File: config.mk
export PLATFORM = sky130hd
export DESIGN_NAME = ps2_frame_receiver_flat
export DESIGN_NICKNAME = d
export VERILOG_FILES = /design/src/rtl/ps2_frame_receiver_pkg.sv /design/src/rtl/ps2_frame_receiver_if.sv /design/src/rtl/ps2_frame_receiver_line_filter.sv /design/src/rtl/ps2_frame_receiver.sv /design/src/flat_wrapper.sv
export SDC_FILE = /design/constraint.sdc
export NUM_CORES = 1
export LEC_CHECK = 0
export CORE_ASPECT_RATIO = 1.2
export CORE_MARGIN = 3
export CORE_UTILIZATION = 45
export DETAILED_ROUTE_END_ITERATION = 10
export PLACE_DENSITY = 0.71
export REMOVE_ABC_BUFFERS = 1
export SLEW_MARGIN = 20
export SYNTH_ARGS = -nofsm -noshare
export SYNTH_HDL_FRONTEND = slang
export SYNTH_SLANG_ARGS = --single-unit
File: constraint.sdc
create_clock -name CLOCK -period 2.5 [get_ports CLOCK]
set_input_delay 0.5 -clock CLOCK [delete_from_list [all_inputs] [get_ports CLOCK]]
set_output_delay 0.5 -clock CLOCK [all_outputs]
set_load 0.05 [all_outputs]
File: src/rtl/ps2_frame_receiver_pkg.sv
// rtl/ps2_frame_receiver_pkg.sv - shared types and frame constants for the PS/2 receive path
package ps2_frame_receiver_pkg;

  typedef enum logic [1:0] {
    IDLE   = 2'd0,
    DATA   = 2'd1,
    PARITY = 2'd2,
    STOP   = 2'd3
  } ps2_state_t;

  localparam logic PS2_START_BIT = 1'b0;
  localparam logic PS2_STOP_BIT  = 1'b1;
  localparam int   PS2_DATA_BITS = 8;

  // Odd parity over the data byte plus its parity bit must come out as 1.
  function automatic logic odd_parity_ok(input logic [7:0] data, input logic parity);
    return ^{data, parity};
  endfunction

endpackage

File: src/rtl/ps2_frame_receiver_if.sv
// rtl/ps2_frame_receiver_if.sv - PS/2 pin inputs and received-byte outputs
interface ps2_frame_receiver_if;

  logic       PS2_CLK;
  logic       PS2_DAT;
  logic [7:0] received_data;
  logic       received_data_en;
  logic       frame_error;
  logic       busy;

  modport master (
    output PS2_CLK,
    output PS2_DAT,
    input  received_data,
    input  received_data_en,
    input  frame_error,
    input  busy
  );

  modport slave (
    input  PS2_CLK,
    input  PS2_DAT,
    output received_data,
    output received_data_en,
    output frame_error,
    output busy
  );

endinterface

File: src/rtl/ps2_frame_receiver_line_filter.sv
// rtl/ps2_frame_receiver_line_filter.sv - 2-FF synchroniser plus debounce for the PS/2 clock line
module ps2_frame_receiver_line_filter #(
  parameter int FILTER_CYCLES = 8
) (
  input  logic clk,
  input  logic rst,
  input  logic raw,
  output logic level,
  output logic fall
);

  localparam int CW = $clog2(FILTER_CYCLES + 1);
  localparam logic [CW-1:0] CNT_LAST = CW'(FILTER_CYCLES - 1);

  logic [1:0]    sync;
  logic [CW-1:0] cnt;

  // The idle PS/2 line is high, so the synchroniser and filtered level reset to 1.
  always_ff @(posedge clk or posedge rst) begin
    if (rst) begin
      sync  <= 2'b11;
      level <= 1'b1;
      fall  <= 1'b0;
      cnt   <= '0;
    end else begin
      sync <= {sync[0], raw};
      fall <= 1'b0;
      if (sync[1] == level) begin
        cnt <= '0;
      end else if (cnt == CNT_LAST) begin
        level <= sync[1];
        fall  <= level;
        cnt   <= '0;
      end else begin
        cnt <= cnt + 1'b1;
      end
    end
  end

endmodule

File: src/rtl/ps2_frame_receiver.sv
// rtl/ps2_frame_receiver.sv - assembles 11-bit PS/2 device-to-host frames into validated bytes
module ps2_frame_receiver #(
  parameter int FILTER_CYCLES  = 8,
  parameter int TIMEOUT_CYCLES = 100000
) (
  input logic           CLOCK,
  input logic           reset,
  ps2_frame_receiver_if.slave bus
);

  import ps2_frame_receiver_pkg::*;

  localparam int TW = $clog2(TIMEOUT_CYCLES + 1);
  localparam logic [TW-1:0] T_LAST = TW'(TIMEOUT_CYCLES - 1);

  logic       clk_level;
  logic       clk_fall;
  logic [1:0] dat_sync;
  logic       dat;
  logic       edge_seen;

  ps2_state_t    state;
  logic [7:0]    shift;
  logic [2:0]    bit_cnt;
  logic          parity_bit;
  logic [TW-1:0] tcnt;

  ps2_frame_receiver_line_filter #(
    .FILTER_CYCLES(FILTER_CYCLES)
  ) u_clk_filter (
    .clk   (CLOCK),
    .rst   (reset),
    .raw   (bus.PS2_CLK),
    .level (clk_level),
    .fall  (clk_fall)
  );

  always_ff @(posedge CLOCK or posedge reset) begin
    if (reset) begin
      dat_sync <= 2'b11;
    end else begin
      dat_sync <= {dat_sync[0], bus.PS2_DAT};
    end
  end

  assign dat       = dat_sync[1];
  assign edge_seen = clk_fall & ~clk_level;

  always_ff @(posedge CLOCK or posedge reset) begin
    if (reset) begin
      state                <= IDLE;
      shift                <= '0;
      bit_cnt              <= '0;
      parity_bit           <= 1'b0;
      tcnt                 <= '0;
      bus.received_data    <= 8'h00;
      bus.received_data_en <= 1'b0;
      bus.frame_error      <= 1'b0;
      bus.busy             <= 1'b0;
    end else begin
      bus.received_data_en <= 1'b0;
      bus.frame_error      <= 1'b0;
      if (state == IDLE) begin
        tcnt <= '0;
        if (edge_seen && dat == PS2_START_BIT) begin
          state    <= DATA;
          shift    <= '0;
          bit_cnt  <= '0;
          bus.busy <= 1'b1;
        end
      end else if (edge_seen) begin
        // A fall always beats a timeout landing in the same cycle.
        tcnt <= '0;
        case (state)
          DATA: begin
            shift   <= {dat, shift[7:1]};
            bit_cnt <= bit_cnt + 1'b1;
            if (bit_cnt == 3'(PS2_DATA_BITS - 1)) begin
              state <= PARITY;
            end
          end
          PARITY: begin
            parity_bit <= dat;
            state      <= STOP;
          end
          STOP: begin
            if (dat == PS2_STOP_BIT && odd_parity_ok(shift, parity_bit)) begin
              bus.received_data    <= shift;
              bus.received_data_en <= 1'b1;
            end else begin
              bus.frame_error <= 1'b1;
            end
            state    <= IDLE;
            bus.busy <= 1'b0;
          end
          default: begin
            state    <= IDLE;
            bus.busy <= 1'b0;
          end
        endcase
      end else if (tcnt >= T_LAST) begin
        state           <= IDLE;
        shift           <= '0;
        bit_cnt         <= '0;
        tcnt            <= '0;
        bus.frame_error <= 1'b1;
        bus.busy        <= 1'b0;
      end else begin
        tcnt <= tcnt + 1'b1;
      end
    end
  end

endmodule

File: src/flat_wrapper.sv
// flat-port wrapper written by rule: the top's interface ports become plain ports
module ps2_frame_receiver_flat import ps2_frame_receiver_pkg::*;
#(
  parameter int FILTER_CYCLES  = 8,
  parameter int TIMEOUT_CYCLES = 100000
)
  (CLOCK, reset, bus_PS2_CLK, bus_PS2_DAT, bus_received_data, bus_received_data_en, bus_frame_error, bus_busy);
  ps2_frame_receiver_if bus_i ();
  input logic CLOCK;
  input logic reset;
  input wire logic [$bits(bus_i.PS2_CLK)-1:0] bus_PS2_CLK;
  input wire logic [$bits(bus_i.PS2_DAT)-1:0] bus_PS2_DAT;
  output wire logic [$bits(bus_i.received_data)-1:0] bus_received_data;
  output wire logic [$bits(bus_i.received_data_en)-1:0] bus_received_data_en;
  output wire logic [$bits(bus_i.frame_error)-1:0] bus_frame_error;
  output wire logic [$bits(bus_i.busy)-1:0] bus_busy;
  assign bus_i.PS2_CLK = bus_PS2_CLK;
  assign bus_i.PS2_DAT = bus_PS2_DAT;
  assign bus_received_data = bus_i.received_data;
  assign bus_received_data_en = bus_i.received_data_en;
  assign bus_frame_error = bus_i.frame_error;
  assign bus_busy = bus_i.busy;
  ps2_frame_receiver #(.FILTER_CYCLES(FILTER_CYCLES), .TIMEOUT_CYCLES(TIMEOUT_CYCLES)) u_core (.CLOCK(CLOCK), .reset(reset), .bus(bus_i));
endmodule
==> results_dict.tcl <==
set metrics [dict create \
    yosysWarnings 0 \
    intPower_mw 1.17 \
    vias 1640 \
    cap_violations 0 \
    cts-root-buf "clkbuf_8" \
    synth_top_area_cell "dfrtp_1" \
    cts.repair.resized 0 \
    grt_pass1_wl_um 6910 \
    final_cells 310 \
    grt_max_degree 53 \
    fill_cells 497 \
    avgSynthCellArea_um2 11.0 \
    cts_tree "built" \
    p_switching_uw 369 \
    hpwl_um 2780 \
    wl_um 4010 \
    gp_congestion 0.767 \
    combinationalPowerShare_pct 9.8 \
    rsz0062_at_grt "false" \
    numCtsBuffers 5 \
    grt_overflow 0 \
    setup_viol 0 \
    die_area_mm2 0.00651 \
    drc 0 \
    coreArea_mm2 0.00533 \
    drt_first_iter_violations 145 \
    max_stage_delay_ps 380 \
    status "finished, final reports clean" \
    final_common_cell "dfrtp_1" \
    antenna_cells 0 \
    die_h_um 87.8 \
    antenna_found_initial 0 \
    yosysSeqAreaShare_pct 52.1 \
    finalCritPeriodShare_pct 80.0 \
    die_x_um 74.2 \
    path_class "reg2reg" \
    finalHoldViolCount 0 \
    fin_worst_skew_ps 8.29 \
    cts_hold_buffers 0 \
    synth_area_mm2 0.00251 \
    synth-edff-count 0 \
    startpoint "u_core.state[0]$_DFFE_PP0P_" \
    slowest_stage "dfrtp_1" \
    min_path_type "reg2reg" \
    via_per_inst 5.29 \
    reg2reg_setup_slack_ps 500 \
    p_leak_nw 1.19 \
    io_buffers 14 \
    reg2reg_depth 6 \
    grtUsageTotal_pct 13.7 \
    cts_setup_buffers 0 \
    firstDrtPassIters 4 \
    slew_viol_final 0 \
    tightest_slew_ps 645 \
    switching_share_pct 24.0 \
    fin_nets 259 \
    clockPowerShare_pct 31.0 \
    postRouteAntennaNets 0 \
    p_per_area_mw_per_mm2 548 \
    end_kind "register" \
    r2r_start "u_core.state[0]$_DFFE_PP0P_" \
    clock_path_buffers 2 \
    start_util_pct 47.0 \
    clkTransAtPathRegs_ps 90 \
    synth_seq_cells 52 \
    critical_path.endpoint "u_core.bus.received_data[2]$_DFFE_PP0P_" \
    start_kind "register" \
    grt_pass1_vias 1594 \
    io_pins 15 \
    synthDistinctLibCells 41 \
    cts_htree_levels 2 \
    syn_inst 229 \
    min_period_ps 2000 \
    drive_above_1_share_pct 12.1 \
    cts_num_sinks 52 \
    required_ps 2690 \
    pwr-share-seq_pct 59.2 \
    slew_headroom_pct 57.0 \
    synth_ff_type "dfrtp_1" \
    setup_slack_ps 500 \
    clk_latency_ps 300 \
    worstPathMaxFanout 11 \
    ir_worst_vdd_uv 423 \
    final_cell_mix "dfrtp_1, nor2_1, nand2_1" \
    p_total_mw 1.54 \
    tns_ps 0 \
    rows 29 \
    max_freq_mhz 500 \
    worstPathArrival_ps 2190 \
    routedWlPerCell_um 12.9 \
    synthTopCellsByArea "dfrtp_1, dfstp_2, mux2_4" \
    area_growth_pct 12.1 \
    r2r-end "u_core.bus.received_data[2]$_DFFE_PP0P_" \
    path_cells "inv_1, ha_1, nor2_1, nand3_1, nor2_4, mux2_4" \
    dp_slack_ps 522 \
    synthArstFlopShare_pct 100 \
    dp_cells 302 \
    synth_top_area_share_pct 46.9 \
]
==> flip-flops by register name, summed over array words and instances, names as in the netlist, 2 cells and up <==
| signal | cells |
|---|---|
| u_core.u_clk_filter.sync | 2 |
| u_core.bus.received_data | 8 |
| u_core.shift | 8 |
| u_core.state | 2 |
| u_core.tcnt | 17 |
| u_core.dat_sync | 2 |
| u_core.bit_cnt | 3 |
| u_core.u_clk_filter.cnt | 4 |
==> power by group through the flow <==
stage	Combinational, mW	Sequential [mW]	Clock, mW
after detailed placement	0.154	0.928	0
after global routing	0.174	0.919	0.529
after CTS	0.155	0.912	0.502
after floorplan	0.111	0.923	0
after global placement	0.150	0.927	0
final	0.150	0.912	0.478
==> cell families after synthesis <==
| family | Yosys count | share of synthesized area [%] |
|---|---|---|
| DFF | 52 | 52.1 |
| AOI/OAI and AO/OA | 42 | 10.6 |
| adders and majority gates | 8 | 3.99 |
| xor gates and xnor gates | 23 | 8.88 |
| and+or+nand+nor | 79 | 16.2 |
| muxes | 10 | 5.64 |
| buffers and inverters | 15 | 2.59 |
==> synthesized netlist by cell type (all sizes together) (4+ instances only) <==
cell type and n:
nor2 26, a21oi 9, xnor2 14, nor3 5, xor2 8, ha 8, nand2 20, mux2 9
dfstp 5, a22oi 10, dfrtp 47, clkbuf 4, o21ai 18, inv 8, nand3 7
==> layout make-up <==
type,instances,area [um2],share of cell area (%)
Inverter,8,30.0,1.07
Multi-Input combinational cell,162,1140,40.4
Tap cell,62,77.6,2.76
Clock buffer,8,90.1,3.20
Timing Repair Buffer,18,170,6.05
Sequential cell,52,1310,46.5
==> stage by stage <==
step | hold slack, ps | instance area [um2] | utilization (%)
floorplan | 345 | 2470 | -
global placement | 346 | 2720 | 51.0
detailed placement | 347 | 2720 | 51.0
CTS | 359 | 2810 | 52.7
global route | 365 | 2810 | 52.7
finish | 358 | 2810 | 52.7
==> per-layer routing <==
| layer | GRT usage, % | share of wire, % | up-vias |
|---|---|---|---|
| li1 | - | - | 823 |
| met5 | 0 | 0 | - |
| met2 | 24.0 | 49 | 19 |
| met3 | 3.44 | 3.1 | 7 |
| met1 | 16.1 | 46 | 791 |
| met4 | 4.94 | 1.5 | 0 |
==> how the worst min path moves through the flow <==
stage / from / to / slack [ps] / depth (start not counted)
floorplan: u_core.dat_sync[0]$_DFF_PP1_ / u_core.dat_sync[1]$_DFF_PP1_ / 350 / 0
global placement: u_core.u_clk_filter.sync[0]$_DFF_PP1_ / u_core.u_clk_filter.sync[1]$_DFF_PP1_ / 350 / 0
detailed placement: u_core.u_clk_filter.sync[0]$_DFF_PP1_ / u_core.u_clk_filter.sync[1]$_DFF_PP1_ / 350 / 0
CTS: u_core.u_clk_filter.sync[0]$_DFF_PP1_ / u_core.u_clk_filter.sync[1]$_DFF_PP1_ / 360 / 0
global route: u_core.dat_sync[0]$_DFF_PP1_ / u_core.dat_sync[1]$_DFF_PP1_ / 360 / 0
finish: u_core.u_clk_filter.sync[0]$_DFF_PP1_ / u_core.u_clk_filter.sync[1]$_DFF_PP1_ / 360 / 0
==> critical path: cells and delay by family, from the launching register on <==
family / cells / cell delay, ps
fa+ha+maj: 1 / 330
buf+inv: 1 / 100
flops: 1 / 380
mux: 1 / 330
simple gates: 3 / 750
(Power assumes the default switching activity.)
